`config.mk`:
```
export PLATFORM = sky130hd
export DESIGN_NAME = regfile_wb_flat
export DESIGN_NICKNAME = d
export VERILOG_FILES = /design/src/rtl/regfile_wb_if.sv /design/src/rtl/regfile_wb.sv /design/src/flat_wrapper.sv
export SDC_FILE = /design/constraint.sdc
export NUM_CORES = 2
export LEC_CHECK = 0
export ABC_AREA = 1
export CELL_PAD_IN_SITES_DETAIL_PLACEMENT = 1
export CELL_PAD_IN_SITES_GLOBAL_PLACEMENT = 2
export CORE_MARGIN = 10
export CORE_UTILIZATION = 35
export CTS_BUF_LIST = sky130_fd_sc_hd__clkbuf_16
export CTS_CLUSTER_SIZE = 40
export DETAILED_ROUTE_END_ITERATION = 10
export GPL_TIMING_DRIVEN = 0
export PLACE_DENSITY_LB_ADDON = 0.1
export REMOVE_ABC_BUFFERS = 1
export SLEW_MARGIN = 20
export SYNTH_ARGS = -nofsm -noshare
export SYNTH_HDL_FRONTEND = slang
export SYNTH_SLANG_ARGS = --single-unit
```
`constraint.sdc`:
```
create_clock -name clk -period 2.87 [get_ports clk]
set_input_delay 0.574 -clock clk [delete_from_list [all_inputs] [get_ports clk]]
set_output_delay 0.574 -clock clk [all_outputs]
set_load 0.02 [all_outputs]
```
`src/rtl/regfile_wb_if.sv`:
```
// Decoder/datapath-facing bus of the register file: operand addresses, write-back
// controls and data in; operand reads and write-back observability out.
interface regfile_wb_if #(
  parameter int DATA_W = 32
);
  logic [4:0]        rs;
  logic [4:0]        rt;
  logic [4:0]        rd;
  logic              regdest;
  logic              memtoreg;
  logic              regwrite;
  logic [DATA_W-1:0] alu_result;
  logic [DATA_W-1:0] mem_rdata;
  logic [DATA_W-1:0] rdata1;
  logic [DATA_W-1:0] rdata2;
  logic [4:0]        wb_addr;
  logic [DATA_W-1:0] wb_data;
  logic              wb_commit;

  // Datapath side: drives decoder fields and results, consumes operands.
  modport master (
    output rs, rt, rd, regdest, memtoreg, regwrite, alu_result, mem_rdata,
    input  rdata1, rdata2, wb_addr, wb_data, wb_commit
  );

  // Register file side.
  modport slave (
    input  rs, rt, rd, regdest, memtoreg, regwrite, alu_result, mem_rdata,
    output rdata1, rdata2, wb_addr, wb_data, wb_commit
  );
endinterface

```
`src/rtl/regfile_wb.sv`:
```
// MIPS-lite architectural register file with write-back destination/data selection.
// Two combinational read ports, one write port committed on the rising clock edge.
module regfile_wb #(
  parameter int DATA_W = 32,
  parameter int NREG   = 32
) (
  input logic         clk,
  input logic         rst_n,
  regfile_wb_if.slave bus
);
  localparam int AW = 5;

  logic [AW-1:0]     wb_addr;
  logic [DATA_W-1:0] wb_data;
  logic              wr_en;
  logic              commit;
  logic [DATA_W-1:0] regs [NREG];

  assign wb_addr = bus.regdest  ? bus.rd        : bus.rt;
  assign wb_data = bus.memtoreg ? bus.mem_rdata : bus.alu_result;

  // regwrite gates everything, so unknown select inputs cannot reach the storage enables.
  assign wr_en = bus.regwrite && (wb_addr != '0);

  generate
    for (genvar gi = 0; gi < NREG; gi++) begin : g_reg
      if (gi == 0) begin : g_zero
        assign regs[gi] = '0;
      end else begin : g_store
        logic [DATA_W-1:0] value;

        always_ff @(posedge clk or negedge rst_n) begin
          if (!rst_n) begin
            value <= '0;
          end else if (wr_en && (wb_addr == AW'(gi))) begin
            value <= wb_data;
          end
        end

        assign regs[gi] = value;
      end
    end
  endgenerate

  always_ff @(posedge clk or negedge rst_n) begin
    if (!rst_n) begin
      commit <= 1'b0;
    end else begin
      commit <= wr_en;
    end
  end

  // No write-through bypass: reads see the old value until the edge.
  assign bus.rdata1    = regs[bus.rs];
  assign bus.rdata2    = regs[bus.rt];
  assign bus.wb_addr   = wb_addr;
  assign bus.wb_data   = wb_data;
  assign bus.wb_commit = commit;
endmodule

```
`src/flat_wrapper.sv`:
```
// flat-port wrapper written by rule: the top's interface ports become plain ports
module regfile_wb_flat 
#(
  parameter int DATA_W = 32,
  parameter int NREG   = 32
)
  (clk, rst_n, bus_rs, bus_rt, bus_rd, bus_regdest, bus_memtoreg, bus_regwrite, bus_alu_result, bus_mem_rdata, bus_rdata1, bus_rdata2, bus_wb_addr, bus_wb_data, bus_wb_commit);
  regfile_wb_if #(.DATA_W(DATA_W)) bus_i ();
  input logic clk;
  input logic rst_n;
  input wire logic [$bits(bus_i.rs)-1:0] bus_rs;
  input wire logic [$bits(bus_i.rt)-1:0] bus_rt;
  input wire logic [$bits(bus_i.rd)-1:0] bus_rd;
  input wire logic [$bits(bus_i.regdest)-1:0] bus_regdest;
  input wire logic [$bits(bus_i.memtoreg)-1:0] bus_memtoreg;
  input wire logic [$bits(bus_i.regwrite)-1:0] bus_regwrite;
  input wire logic [$bits(bus_i.alu_result)-1:0] bus_alu_result;
  input wire logic [$bits(bus_i.mem_rdata)-1:0] bus_mem_rdata;
  output wire logic [$bits(bus_i.rdata1)-1:0] bus_rdata1;
  output wire logic [$bits(bus_i.rdata2)-1:0] bus_rdata2;
  output wire logic [$bits(bus_i.wb_addr)-1:0] bus_wb_addr;
  output wire logic [$bits(bus_i.wb_data)-1:0] bus_wb_data;
  output wire logic [$bits(bus_i.wb_commit)-1:0] bus_wb_commit;
  assign bus_i.rs = bus_rs;
  assign bus_i.rt = bus_rt;
  assign bus_i.rd = bus_rd;
  assign bus_i.regdest = bus_regdest;
  assign bus_i.memtoreg = bus_memtoreg;
  assign bus_i.regwrite = bus_regwrite;
  assign bus_i.alu_result = bus_alu_result;
  assign bus_i.mem_rdata = bus_mem_rdata;
  assign bus_rdata1 = bus_i.rdata1;
  assign bus_rdata2 = bus_i.rdata2;
  assign bus_wb_addr = bus_i.wb_addr;
  assign bus_wb_data = bus_i.wb_data;
  assign bus_wb_commit = bus_i.wb_commit;
  regfile_wb #(.DATA_W(DATA_W), .NREG(NREG)) u_core (.clk(clk), .rst_n(rst_n), .bus(bus_i));
endmodule
```
==> out/results.md <==
| Result | Reported | Unit |
| --- | --- | --- |
| Required time reported for the critical path endpoint | 2.30 | ns |
| Detailed Route Iter0 Violations | 7230 | - |
| Violations in the final reports | setup timing | - |
| Final estimated routing congestion in global placement | 0.7806 | - |
| Max Cap Viol | 0 | - |
| Cell area after layout | 76690 | um^2 |
| Top flip-flop cell by instance count after synthesis | sky130_fd_sc_hd__dfrtp_1 | - |
| Remaining global-route overflow | 0 | - |
| Die X | 428.3 | um |
| IO Port Bufs | 185 | - |
| Number of clock sinks | 993 | - |
| Setup repair after global routing missed its margin | yes | - |
| Total detailed-routing wirelength | 337600 | um |
| Total global routing track utilization | 34.18 | % |
| Placed cell areas | 63930 | um^2 |
| Final cycle utilization of the critical path | 111.8 | % |
| Fin. max-slew vios | 0 | - |
| Count of endpoints failing hold in the final timing report | 0 | - |
| Data arrival time of the worst path | 2.63 | ns |
| Number of H-tree levels | 4 | - |
| Total placed cells including tap cells | 10640 | - |
| GR Util met1 | 44.20 | % |
| Share of flip-flops with an asynchronous set or reset | 100.0 | % |
| Share of the yosys chip area belonging to registers | 42.59 | % |
| TritonCTS clock tree | built | - |
| Number of CTS-inserted buffers | 133 | - |
| Largest fanout of any net on the critical path | 7 | - |
| HPWL Detailed | 167200 | um |
| Row count | 149 | - |
| Setup skew after layout | 0 | ns |
| Clk Latency, worst-skew pair | 0.76 | ns |
| Final setup violation count | 168 | - |
| Post-synthesis instance total | 8833 | - |
| Synth Register Bits | 993 | - |
| Initial antenna violation count | 15 | - |
| Worst-Margin Slew | 0.9720 | ns |
| Power, Total | 0.05133 | W |
| Worst slack after detailed placement | -2.918 | ns |
| Startpoint class of the critical path | input pin | - |
| Library cell with the highest instance count after synthesis | sky130_fd_sc_hd__nand2_1 | - |
| Vias per cell | 5.843 | - |
| Busiest layer in global routing | met2 | - |
| Met2 GRT Util | 54.87 | % |
| FMAX | 0.3117 | GHz |
| Floorplan core area | 165400 | um^2 |
| # DRC | 0 | - |
| YS warnings | 0 | - |
| Total number of nets in the final design | 8929 | - |
| Count of antenna-violating nets left after detailed routing | 0 | - |
| Share of cells above drive strength 1 | 14.72 | % |
| Syn Area/Cell | 6.605 | um^2 |
| Count of boundary I/O pins | 186 | - |
| Power Density | 669.3 | nW/um^2 |
| Post-synth top area cell | sky130_fd_sc_hd__dfrtp_1 | - |
| Chip height | 428.3 | um |
| Post-synthesis instance area | 58340 | um^2 |
| Area of the die | 183400 | um^2 |
| Cell types occupying the most area after synthesis | sky130_fd_sc_hd__dfrtp_1, sky130_fd_sc_hd__nand2_1, sky130_fd_sc_hd__nand3_1, sky130_fd_sc_hd__inv_1, sky130_fd_sc_hd__o21ai_0 | - |
| Maximum clock insertion buffer count | 3 | - |
| Maximum number of pins on one net before global-route repair | 135 | - |
| Nature of the critical path endpoint | output port | - |
| GR Layer Usage met3 | 5.612 | % |
| Top cells by instance count after synthesis | sky130_fd_sc_hd__nand2_1, sky130_fd_sc_hd__nand3_1, sky130_fd_sc_hd__dfrtp_1, sky130_fd_sc_hd__inv_1, sky130_fd_sc_hd__o21ai_0 | - |
| Result of the run | complete, but fails checks | - |
| Share of the synthesized area in the top cell type | 42.59 | % |
| IR Drop Worst-Case VDD | 0.6238 | mV |
| Detailed-routing iteration count for the pre-antenna-repair pass | 6 | - |
| Library cells used by synthesis | 24 | - |
| Vias in the first global route | 65400 | - |
| Worst min-delay path category | input pin to asynchronous set/reset pin | - |
| Final critical-path required period | 3.208 | ns |
| Minimum setup slack in the final design | -0.3383 | ns |
| Wire length of the first global-routing pass | 466700 | um |
| Fill cells | 20040 | - |
| Number of non-filler instances in the completed layout | 11140 | - |
| Root Driver | sky130_fd_sc_hd__clkbuf_16 | - |
| Worst hold margin | 0.3414 | ns |
| Worst-case headroom to the max-slew limit | 35.04 | % |
| Wirelength per Cell | 30.31 | um |
| Count of flip-flops with a built-in enable after synthesis | 0 | - |
| Area Overhead vs Synth | 31.45 | % |
| Via count | 65080 | - |
| Cell leakage power | 38.03 | nW |
| Path type of the worst setup path | input pin to output port | - |
| Effective utilization at floorplan | 35.28 | % |
| Clock-pin transition on the worst setup and hold timing paths | 0.06 | ns |
## stage by stage
step,utilization [%],setup TNS (ns)
final,46.38,-19.45
after global routing,46.37,-17.23
after CTS,45.00,-21.64
after detailed placement,38.66,-2001.18
after global placement,36.24,-
after floorplan,-,-6332.54
## path summary, 6_finish.rpt
kind                                                     from                                 end  slack, ns  depth (start not counted)
min in group clk            u_core.g_reg[2].g_store.value[24]   u_core.g_reg[2].g_store.value[24]       0.47                          2
max in group asynchronous                               rst_n  u_core.g_reg[28].g_store.value[24]       0.38                          5
max                                                 bus_rt[0]                      bus_rdata2[21]      -0.34                         17
min reg2reg                 u_core.g_reg[2].g_store.value[24]   u_core.g_reg[2].g_store.value[24]       0.47                          2
min                                                     rst_n    u_core.g_reg[5].g_store.value[2]       0.34                          2
max reg2reg                u_core.g_reg[16].g_store.value[27]  u_core.g_reg[16].g_store.value[27]       2.10                          2
## per-layer routing
layer  vias to the layer above  wire (um)
met5                         -         11
met4                         2      21570
met3                       912      26280
met2                      2972     152300
met1                     32920     137500
li1                      28270          -
## layout by cell type (no fill, tap or decap), types with 9 or more instances in the layout
master / Yosys / layout
sky130_fd_sc_hd__a21oi_1: 256 / 251
sky130_fd_sc_hd__buf_12: 0 / 85
sky130_fd_sc_hd__buf_16: 0 / 126
sky130_fd_sc_hd__buf_4: 18 / 87
sky130_fd_sc_hd__buf_6: 3 / 75
sky130_fd_sc_hd__buf_8: 0 / 10
sky130_fd_sc_hd__bufbuf_16: 0 / 51
sky130_fd_sc_hd__bufinv_16: 0 / 9
sky130_fd_sc_hd__clkbuf_16: 0 / 154
sky130_fd_sc_hd__clkdlybuf4s50_1: 0 / 78
sky130_fd_sc_hd__clkinv_1: 1 / 31
sky130_fd_sc_hd__clkinv_2: 0 / 17
sky130_fd_sc_hd__dfrtp_1: 993 / 993
sky130_fd_sc_hd__dlygate4sd2_1: 0 / 10
sky130_fd_sc_hd__dlymetal6s2s_1: 0 / 16
sky130_fd_sc_hd__inv_1: 747 / 766
sky130_fd_sc_hd__inv_6: 0 / 12
sky130_fd_sc_hd__nand2_1: 3518 / 3195
sky130_fd_sc_hd__nand2_2: 15 / 132
sky130_fd_sc_hd__nand2_4: 1 / 165
sky130_fd_sc_hd__nand2_8: 0 / 55
sky130_fd_sc_hd__nand3_1: 2016 / 1758
sky130_fd_sc_hd__nand3_2: 0 / 243
sky130_fd_sc_hd__nand3_4: 0 / 15
sky130_fd_sc_hd__nand4_4: 0 / 14
sky130_fd_sc_hd__nor2_1: 19 / 12
sky130_fd_sc_hd__nor2_4: 3 / 24
sky130_fd_sc_hd__o21ai_0: 512 / 512
## state kept, by name (all words and copies together), names as in the netlist
register                flops
u_core.bus.wb_commit        1
u_core.g.g_store.value    992
## power breakdown
| part | internal (W) | switching (W) | leakage (nW) |
|---|---|---|---|
| registers | 0.0176 | 0.00227 | 13.0 |
| logic | 0.00525 | 0.00983 | 23.0 |
| clock network | 0.00931 | 0.00704 | 2.11 |
| total | 0.0322 | 0.0191 | 38.0 |
## kinds of logic (layout without fill, tap and decap cells)
kind of cell / count (synthesis) / after routing / share of synthesized area (%)
buffers and inverters: 1466 / 1559 / 9.998
other: 0 / 7 / 0
and+or+nand+nor: 5601 / 5616 / 40.75
AOI/OAI and AO/OA: 773 / 774 / 6.661
DFF: 993 / 993 / 42.59
## critical path, cell delays in order
cell	delay, ns
sky130_fd_sc_hd__buf_16	0.12
sky130_fd_sc_hd__buf_16	0.17
sky130_fd_sc_hd__inv_16	0.04
sky130_fd_sc_hd__buf_16	0.13
sky130_fd_sc_hd__buf_16	0.14
sky130_fd_sc_hd__nor2_4	0.14
sky130_fd_sc_hd__buf_12	0.14
sky130_fd_sc_hd__buf_16	0.14
sky130_fd_sc_hd__buf_16	0.16
sky130_fd_sc_hd__buf_6	0.12
sky130_fd_sc_hd__nand2_2	0.04
sky130_fd_sc_hd__nand3_2	0.07
sky130_fd_sc_hd__nand3_2	0.09
sky130_fd_sc_hd__nand2_4	0.12
sky130_fd_sc_hd__nand2_4	0.08
sky130_fd_sc_hd__nand2_4	0.13
sky130_fd_sc_hd__buf_6	0.12
## repair_timing
item / 4_1_cts / 5_1_grt
setup buffers: 107 / 34
hold buffers: 1 / 0
pin swaps: 196 / 166
endpoints found under the hold margin: 56 / 0
setup endpoints to repair: 1094 / 559
gates resized for setup: 1016 / 370
gates cloned: 97 / 31
## final cells by class
class | count | area, um^2 | area share, %
diodes | 7 | 17.52 | 0.02284
clock buffers | 135 | 3378 | 4.405
clock inverters | 97 | 716.9 | 0.9348
inverters | 755 | 2994 | 3.904
multi-input cells | 6390 | 31850 | 41.53
flip-flops and latches | 993 | 24850 | 32.40
well taps | 2189 | 2739 | 3.571
repair buffers | 565 | 10080 | 13.14
repair inverters | 7 | 71.32 | 0.09299
(Power assumes the default switching activity.)
